==> config.mk <==
export PLATFORM = sky130hd
export DESIGN_NAME = atmo_light_est
export DESIGN_NICKNAME = d
export VERILOG_FILES = /design/src/rtl/atmo_light_est.sv
export SDC_FILE = /design/constraint.sdc
export NUM_CORES = 1
export LEC_CHECK = 0
export ABC_CLOCK_PERIOD_IN_PS = 3600
export CAP_MARGIN = 0
export CORE_MARGIN = 3
export CORE_UTILIZATION = 55
export CTS_CLUSTER_DIAMETER = 150
export DETAILED_ROUTE_END_ITERATION = 12
export GPL_TIMING_DRIVEN = 0
export PLACE_DENSITY = 0.79
export SETUP_SLACK_MARGIN = 0.02
export SLEW_MARGIN = 0
export SYNTH_ARGS = -nofsm -noshare
export SYNTH_HDL_FRONTEND = slang
export SYNTH_SLANG_ARGS = --single-unit
==> constraint.sdc <==
create_clock -name pixelclk -period 3.6 [get_ports pixelclk]
set_input_delay 0.72 -clock pixelclk [delete_from_list [all_inputs] [get_ports pixelclk]]
set_output_delay 0.72 -clock pixelclk [all_outputs]
set_load 0.005 [all_outputs]
==> src/rtl/atmo_light_est.sv <==
// atmo_light_est: per-frame atmospheric light estimator with 1-cycle stream pass-through.
// Optional cross-frame IIR smoothing enabled by defining ATMO_IIR_EN.
module atmo_light_est #(
    parameter logic [7:0]  A_INIT    = 8'd255,
    parameter logic [7:0]  A_MIN     = 8'd128,
    parameter logic [7:0]  A_MAX     = 8'd250,
    parameter logic [21:0] MIN_PIX   = 22'd1024,
    parameter int          IIR_SHIFT = 2
) (
    input  logic       pixelclk,
    input  logic       reset,
    input  logic [7:0] dark_chanel_value,
    input  logic       i_de,
    input  logic       i_vsync,
    input  logic       i_hsync,
    output logic [7:0] o_dark,
    output logic       o_de,
    output logic       o_vsync,
    output logic       o_hsync,
    output logic [7:0] a_out,
    output logic       a_valid,
    output logic       frame_drop
);

    localparam logic [1:0] S_ACCUM  = 2'd0;
    localparam logic [1:0] S_EVAL   = 2'd1;
    localparam logic [1:0] S_UPDATE = 2'd2;

    localparam logic [21:0] PIX_SAT = 22'h3fffff;

    logic [1:0]  state_q, state_d;
    logic        vs_d_q, vs_d_d;
    logic [7:0]  cur_max_q, cur_max_d;
    logic [21:0] pix_cnt_q, pix_cnt_d;
    logic [9:0]  cand_q, cand_d;
    logic [7:0]  a_out_q, a_out_d;
    logic        a_valid_q, a_valid_d;
    logic        drop_pend_q, drop_pend_d;
    logic        frame_drop_q, frame_drop_d;
    logic [7:0]  o_dark_q, o_dark_d;
    logic        o_de_q, o_de_d;
    logic        o_vsync_q, o_vsync_d;
    logic        o_hsync_q, o_hsync_d;

    logic        frame_end;
    logic        clr;
    logic [9:0]  cand_w;
    logic [7:0]  base_max;
    logic [21:0] base_cnt;

    assign frame_end = i_vsync & ~vs_d_q;

`ifdef ATMO_IIR_EN
    localparam int IW = 8 + IIR_SHIFT + 1;
    localparam logic [IW-1:0] RND = IW'(1) << (IIR_SHIFT - 1);

    logic [IW-1:0] iir_sum;
    logic [IW-1:0] iir_shr;

    // Blend previous A with this frame's max, weight 1/2^k on the new frame, rounded.
    always_comb begin
        iir_sum = (IW'(a_out_q) << IIR_SHIFT) - IW'(a_out_q)
                + IW'(cur_max_q) + RND;
        iir_shr = iir_sum >> IIR_SHIFT;
        cand_w  = iir_shr[9:0];
    end
`else
    // Candidate is the raw per-frame maximum.
    always_comb begin
        cand_w = {2'b00, cur_max_q};
    end
`endif

    // Frame state machine, statistics accumulation and publish logic.
    always_comb begin
        state_d      = state_q;
        cand_d       = cand_q;
        a_out_d      = a_out_q;
        a_valid_d    = 1'b0;
        drop_pend_d  = 1'b0;
        frame_drop_d = drop_pend_q;
        clr          = 1'b0;

        unique case (state_q)
            S_ACCUM: begin
                if (frame_end) begin
                    state_d = S_EVAL;
                end
            end
            S_EVAL: begin
                cand_d = cand_w;
                clr    = 1'b1;
                if (pix_cnt_q >= MIN_PIX) begin
                    state_d = S_UPDATE;
                end else begin
                    state_d     = S_ACCUM;
                    drop_pend_d = 1'b1;
                end
            end
            S_UPDATE: begin
                if (cand_q < {2'b00, A_MIN}) begin
                    a_out_d = A_MIN;
                end else if (cand_q > {2'b00, A_MAX}) begin
                    a_out_d = A_MAX;
                end else begin
                    a_out_d = cand_q[7:0];
                end
                a_valid_d = 1'b1;
                state_d   = S_ACCUM;
            end
            default: begin
                state_d = S_ACCUM;
            end
        endcase

        // Statistics are latched into cand_q before the clear, so pixels
        // seen during blanking-side states land in the next frame.
        base_max  = clr ? 8'd0 : cur_max_q;
        base_cnt  = clr ? 22'd0 : pix_cnt_q;
        cur_max_d = base_max;
        pix_cnt_d = base_cnt;
        if (i_de) begin
            if (dark_chanel_value > base_max) begin
                cur_max_d = dark_chanel_value;
            end
            if (base_cnt != PIX_SAT) begin
                pix_cnt_d = base_cnt + 22'd1;
            end
        end
    end

    // Stream pass-through and vsync edge history.
    always_comb begin
        vs_d_d    = i_vsync;
        o_dark_d  = dark_chanel_value;
        o_de_d    = i_de;
        o_vsync_d = i_vsync;
        o_hsync_d = i_hsync;
    end

    // State registers with synchronous reset.
    always_ff @(posedge pixelclk) begin
        if (reset) begin
            state_q      <= S_ACCUM;
            vs_d_q       <= 1'b0;
            cur_max_q    <= 8'd0;
            pix_cnt_q    <= 22'd0;
            cand_q       <= 10'd0;
            a_out_q      <= A_INIT;
            a_valid_q    <= 1'b0;
            drop_pend_q  <= 1'b0;
            frame_drop_q <= 1'b0;
            o_dark_q     <= 8'd0;
            o_de_q       <= 1'b0;
            o_vsync_q    <= 1'b0;
            o_hsync_q    <= 1'b0;
        end else begin
            state_q      <= state_d;
            vs_d_q       <= vs_d_d;
            cur_max_q    <= cur_max_d;
            pix_cnt_q    <= pix_cnt_d;
            cand_q       <= cand_d;
            a_out_q      <= a_out_d;
            a_valid_q    <= a_valid_d;
            drop_pend_q  <= drop_pend_d;
            frame_drop_q <= frame_drop_d;
            o_dark_q     <= o_dark_d;
            o_de_q       <= o_de_d;
            o_vsync_q    <= o_vsync_d;
            o_hsync_q    <= o_hsync_d;
        end
    end

    assign o_dark     = o_dark_q;
    assign o_de       = o_de_q;
    assign o_vsync    = o_vsync_q;
    assign o_hsync    = o_hsync_q;
    assign a_out      = a_out_q;
    assign a_valid    = a_valid_q;
    assign frame_drop = frame_drop_q;

endmodule
# --- Word level (Yosys, flattened, before mapping) ---
# Index checks and enable logic that the tools add are counted.
totals:
  register_bits: 62
  latch_bits: 0
  ram_bits: 0
  mem_bits_ro: 0
  inputBits: 13
  out_inout_bits: 21
  word_cells: 40
  mem_count: 0
classes:
  add_sub_neg: 1
  multipliers: 0
  n_div: 0
  n_lt_le_gt_ge: 4
  n_eq_ne: 4
  shifts: 0
  mux: 14
  bitwise_logic: 3
  reduce_logical: 2
ops:
  columns: ["operator", "n"]
  rows:
  - ["$mux W22", 3]
  - ["$mux W8", 5]
  - ["$add A22 B1 Y22 const B", 1]
  - ["$ge A22 B11 Y1 const B", 1]
  - ["$ne A22 B22 Y1 const B", 1]
  - ["$gt A8 B8 Y1", 1]
  - ["$gt A8 B8 Y1 const B", 1]
  - ["$lt A8 B8 Y1 const B", 1]
  - ["$mux W2", 2]
  - ["$pmux W2 S2", 1]
  - ["$mux W1", 3]
  - ["$eq A2 B1 Y1 const B", 1]
  - ["$eq A2 B2 Y1 const B", 1]
  - ["$logic_not A2 Y1", 1]
  - ["$ne A2 B2 Y1 const B", 1]
  - ["$not A1 Y1", 2]
  - ["$reduce_or A2 Y1", 1]
  - ["$and A1 B1 Y1", 1]

# --- Depth between registers and ports, before layout ---
logic_depth:
  word_depth: 6
  depth_mapped: 12

# --- Worst setup path before layout ---
# Ideal clock, no wire load.
synth_path:
  path_kind: "register to register"
  startpoint: "reg state_q[1]"
  endpoint: "reg cur_max_q[0]"
  setup_time_ps: 121
  t_arrival_ps: 2899
  slack_ps: 580
  stages_incl_launch_ff: 12
  n_path_buf: 4
  period_less_slack_ps: 3020
  path_cell_list: "dfxtp_1 > nand2b_1 > buf_2 > clkbuf_1 > clkbuf_1 > clkbuf_1 > nand2_1 > ha_1 > a21oi_1 > o21ai_0 > a32oi_1 > mux2_2"
synth_via:
  elab_chain_len: 6
synth_lines:
  columns: ["item", "line", "text"]
  rows:
  - ["start, declared", "31", "logic [1:0] state_q, state_d;"]
  - ["start signal, assigned", "158", "state_q <= state_d;"]
  - ["$eq A2 B1 Y1 *", "84", "unique case (state_q)"]
  - ["$mux W1 *", "84", null]
  - ["$mux W8 *", "118", "base_max = clr ? 8'd0 : cur_max_q;"]
  - ["$gt A8 B8 Y1", "123", "if (dark_chanel_value > base_max) begin"]
  - ["$mux W8", "123", null]
  - ["$mux W8 *", "122", "if (i_de) begin"]
  - ["end signal, assigned", "160", "cur_max_q <= cur_max_d;"]
  - ["end, declared", "33", "logic [7:0] cur_max_q, cur_max_d;"]
# Every way passes the cells marked *; elsewhere a longest branch is shown, timed or not.
# A chain may end at the register's enable or synchronous reset.

# --- Worst setup path after layout ---
layout_path:
  startpoint: "reg state_q[1]"
  endpoint: "reg cur_max_q[1]"
# The elaborated chain is that of the path after synthesis.

==> reports/summary.md <==
The logs give 0.437 for the fraction of the yosys area taken by sequential cells and 1100 µW for the cell-internal power. The switching part of the total came out at 0.249. The tree is rooted in a clkbuf_8. The async set-reset flop share out of synthesis was 0; the die boundary height was 77.8 µm.

The number of instances in the synthesized netlist was 338. The initial antenna violation count was 0; the leakage power was 0.00126 µW. The logs give 0.000344 V for the maximum ir drop on the vdd rail and 0.572 for the relative slew slack. Sorting the synthesized cells by area gives the leading types as dfxtp_1 (44%), nand2_1 (7.1%), a21oi_1 (6.0%).

Global routing finished with a remaining overflow of 0. The run finished with clean final reports. The number of buffers inserted by post-CTS setup repair is 0, and the total routing resource utilization after global routing is 0.244. The initial core utilization was 0.585; the die area was 6060 µm².

The initialized floorplan defines 25 standard-cell rows. Overall power consumption after layout is estimated at 1470 µW. The max-capacitance violation count was 0. The portion of total power attributed to sequential cells is 0.488, and the final routed DRC violation total is 0.

dfxtp_1 takes more of the synthesized area than any other cell. Data on the critical path arrives at its endpoint at 3700 ps. The final period utilization is 0.964.

TritonCTS built the clock tree. Setup violations remaining at the end of the flow were counted as 0. Clock skew on the completed layout was measured at 5.92 ps. The congestion estimate from routability-driven global placement came to 0.920. The synthesized net count is 360, and the placeable core region is 4850 µm². By count the netlist is led by dfxtp_1 (62), nand2_1 (54), a21oi_1 (34). The netlist uses 43 different library cells.

The startpoint type of the worst setup path was a register. The run gives 0 as the number of hold violations in the final report. The setup total negative slack was 0 ps; the highest attainable clock frequency was 288 MHz. The worst setup path is captured at a register.

The share of the synthesized area in the top cell type was 0.437. For the number of levels in the clock H-tree, the log shows 3. The most instantiated flip-flop cell in the synthesis netlist was dfxtp_1.

Cell with the most instances after synthesis: dfxtp_1. Clock-pin slew was measured on the worst setup and hold paths at 70 ps. In this run, synthesis produced a sequential element count of 62.

In this run, synthesis inferred 0 flip-flops with an integrated enable. The count of buffers added on input and output ports is 32. The max-slew violation count was 0. Relative to the synthesized area, the layout overhead comes to 22.0%. The global-route wire length before repair is 11700 µm, and the count of antenna diodes in the layout is 0. The remaining number of nets flagged by the antenna check after routing was 0; the share of power burned in combinational logic was 0.091. Post-cts repair resize count: 2.

The number of global-route vias before repair is 2470. The type of the tightest min-delay check was reg -> reg. The clock net in this run drives a total of 62 sinks.

In this run the power density over the cells is 424 nW/µm². The part of the power in the clock network was 0.421. Summed over all nets, the switching power comes to 366 µW.

The Yosys step of the flow raised 0 warnings. The share of the core filled with cells in the final layout is 0.714, and the first-pass detailed-route iteration total is 5. The fill cell total of the finished layout is 388.

Subtracting the final worst setup slack from the clock period gives 3470 ps. The kind of critical path is reg -> reg. For this block, the via count after detailed routing is 2634. The final net count is 403, and the average routed wire per standard cell is 15.9 µm. The transition time at the pin with the least slew margin is 637 ps, and the total I/O pin count is 34.

Number of buffers inserted for hold repair after clock tree synthesis: 0. The worst hold path cell count came out at 1. OpenSTA, run right after detailed placement, puts the worst setup slack at -237 ps. Entering global routing, the biggest net connects 12 pins. The chip width is 77.8 µm. The worst register-to-register path has a depth of 11. For the worst setup path, the data required time is 3830 ps.

After synthesis the cells add up to 2840 µm². The layout cell share with drive strength beyond 1 was 0.0933; the maximum buffer depth of the clock tree was 2. The DRC marker count from the first detailed-route iteration is 225, and the overall routed net length is 7210 µm. A synthesized cell averages 8.40 µm².

Along the worst path, the maximum fanout reaches 10. The clock latency reported for the late side of the worst-skew pair was 340 ps. The worst hold slack is 440 ps, and the via count normalized by instance count is 5.81.

The number of clock buffers added by TritonCTS is 9. Across all setup checks in the final design, the least slack found is 131 ps. The HPWL after detailed placement is 4950 µm.
-- final cells by class --
cell class | count | area, µm² | share of cell area
Multi-Input combinational cell | 249 | 1500 | 0.434
Sequential cell | 62 | 1240 | 0.358
Timing Repair Buffer | 32 | 320 | 0.0925
Clock buffer | 11 | 141 | 0.0408
Buffer | 22 | 97.6 | 0.0282
Tap cell | 67 | 83.8 | 0.0242
Clock inverter | 5 | 58.8 | 0.0170
Inverter | 5 | 18.8 | 0.00542
-- placed cells by master (no fill, tap or decap), drive strengths merged, types with 6 or more instances in the layout --
master	Yosys	final
clkdlybuf4s50	0	32
nand4	9	9
nand2	54	54
dfxtp	62	62
nor4	6	6
a21oi	34	34
ha	9	9
nor2b	11	11
o211ai	7	7
nand3	15	15
or3	8	8
mux2	9	9
clkbuf	18	29
nor2	17	17
o21ai	13	13
nor3	7	7
and3	13	13
-- power by group through the flow --
stage,registers (µW),clock network [µW],logic (µW)
CTS,716,624,126
floorplan,729,0,72.7
global route,718,660,146
detailed placement,731,0,122
finish,717,619,134
global placement,731,0,120
-- critical path, cell delays in order (launching register included) --
cell      delay [ps]
dfxtp_1          410
nand2b_1         130
buf_2            180
clkbuf_2         280
clkbuf_1         380
clkbuf_2         310
nand2_1           90
ha_1             300
a21oi_1          220
o21ai_0          230
a32oi_4          450
mux2_2           380
-- cell families after synthesis --
logic type,count (synthesis),share of synthesized area
adders and majority gates,9,0.0397
xor gates and xnor gates,1,0.00309
and+or+nand+nor,158,0.289
muxes,12,0.0463
AOI/OAI and AO/OA,69,0.144
buffers and inverters,27,0.0401
DFF,62,0.437
-- sequential cells by signal (all words and copies together), names as in the netlist --
| signal | count |
|---|---|
| o_dark | 8 |
| o_vsync | 1 |
| pix_cnt_q | 22 |
| cand_q | 8 |
| drop_pend_q | 1 |
| a_out | 8 |
| o_hsync | 1 |
| a_valid | 1 |
| cur_max_q | 8 |
| state_q | 2 |
| frame_drop | 1 |
| o_de | 1 |
-- metrics by stage --
| stage | cells | cell area (µm²) |
|---|---|---|
| after detailed placement | 437 | 3240 |
| after floorplan | 338 | 2840 |
| final | 453 | 3460 |
| after CTS | 453 | 3450 |
| after global placement | 437 | 3240 |
| after global routing | 453 | 3460 |
-- worst paths after layout --
check        slack (ps)               startpoint                 endpoint
max                 130  state_q[1]$_SDFFE_PP0P_  cur_max_q[1]$_SDFF_PP0_
min                 440       o_vsync$_SDFF_PP0_  state_q[0]$_SDFFE_PP0P_
max reg2reg         130  state_q[1]$_SDFFE_PP0P_  cur_max_q[1]$_SDFF_PP0_
min reg2reg         440       o_vsync$_SDFF_PP0_  state_q[0]$_SDFFE_PP0P_
-- metal layers --
metal	share of wire	up-vias	track usage
met5	0	-	0
met4	0.017	0	0.109
met3	0.056	10	0.0510
met2	0.46	93	0.366
met1	0.47	1234	0.336
li1	-	1297	-
(Power assumes the default switching activity.)
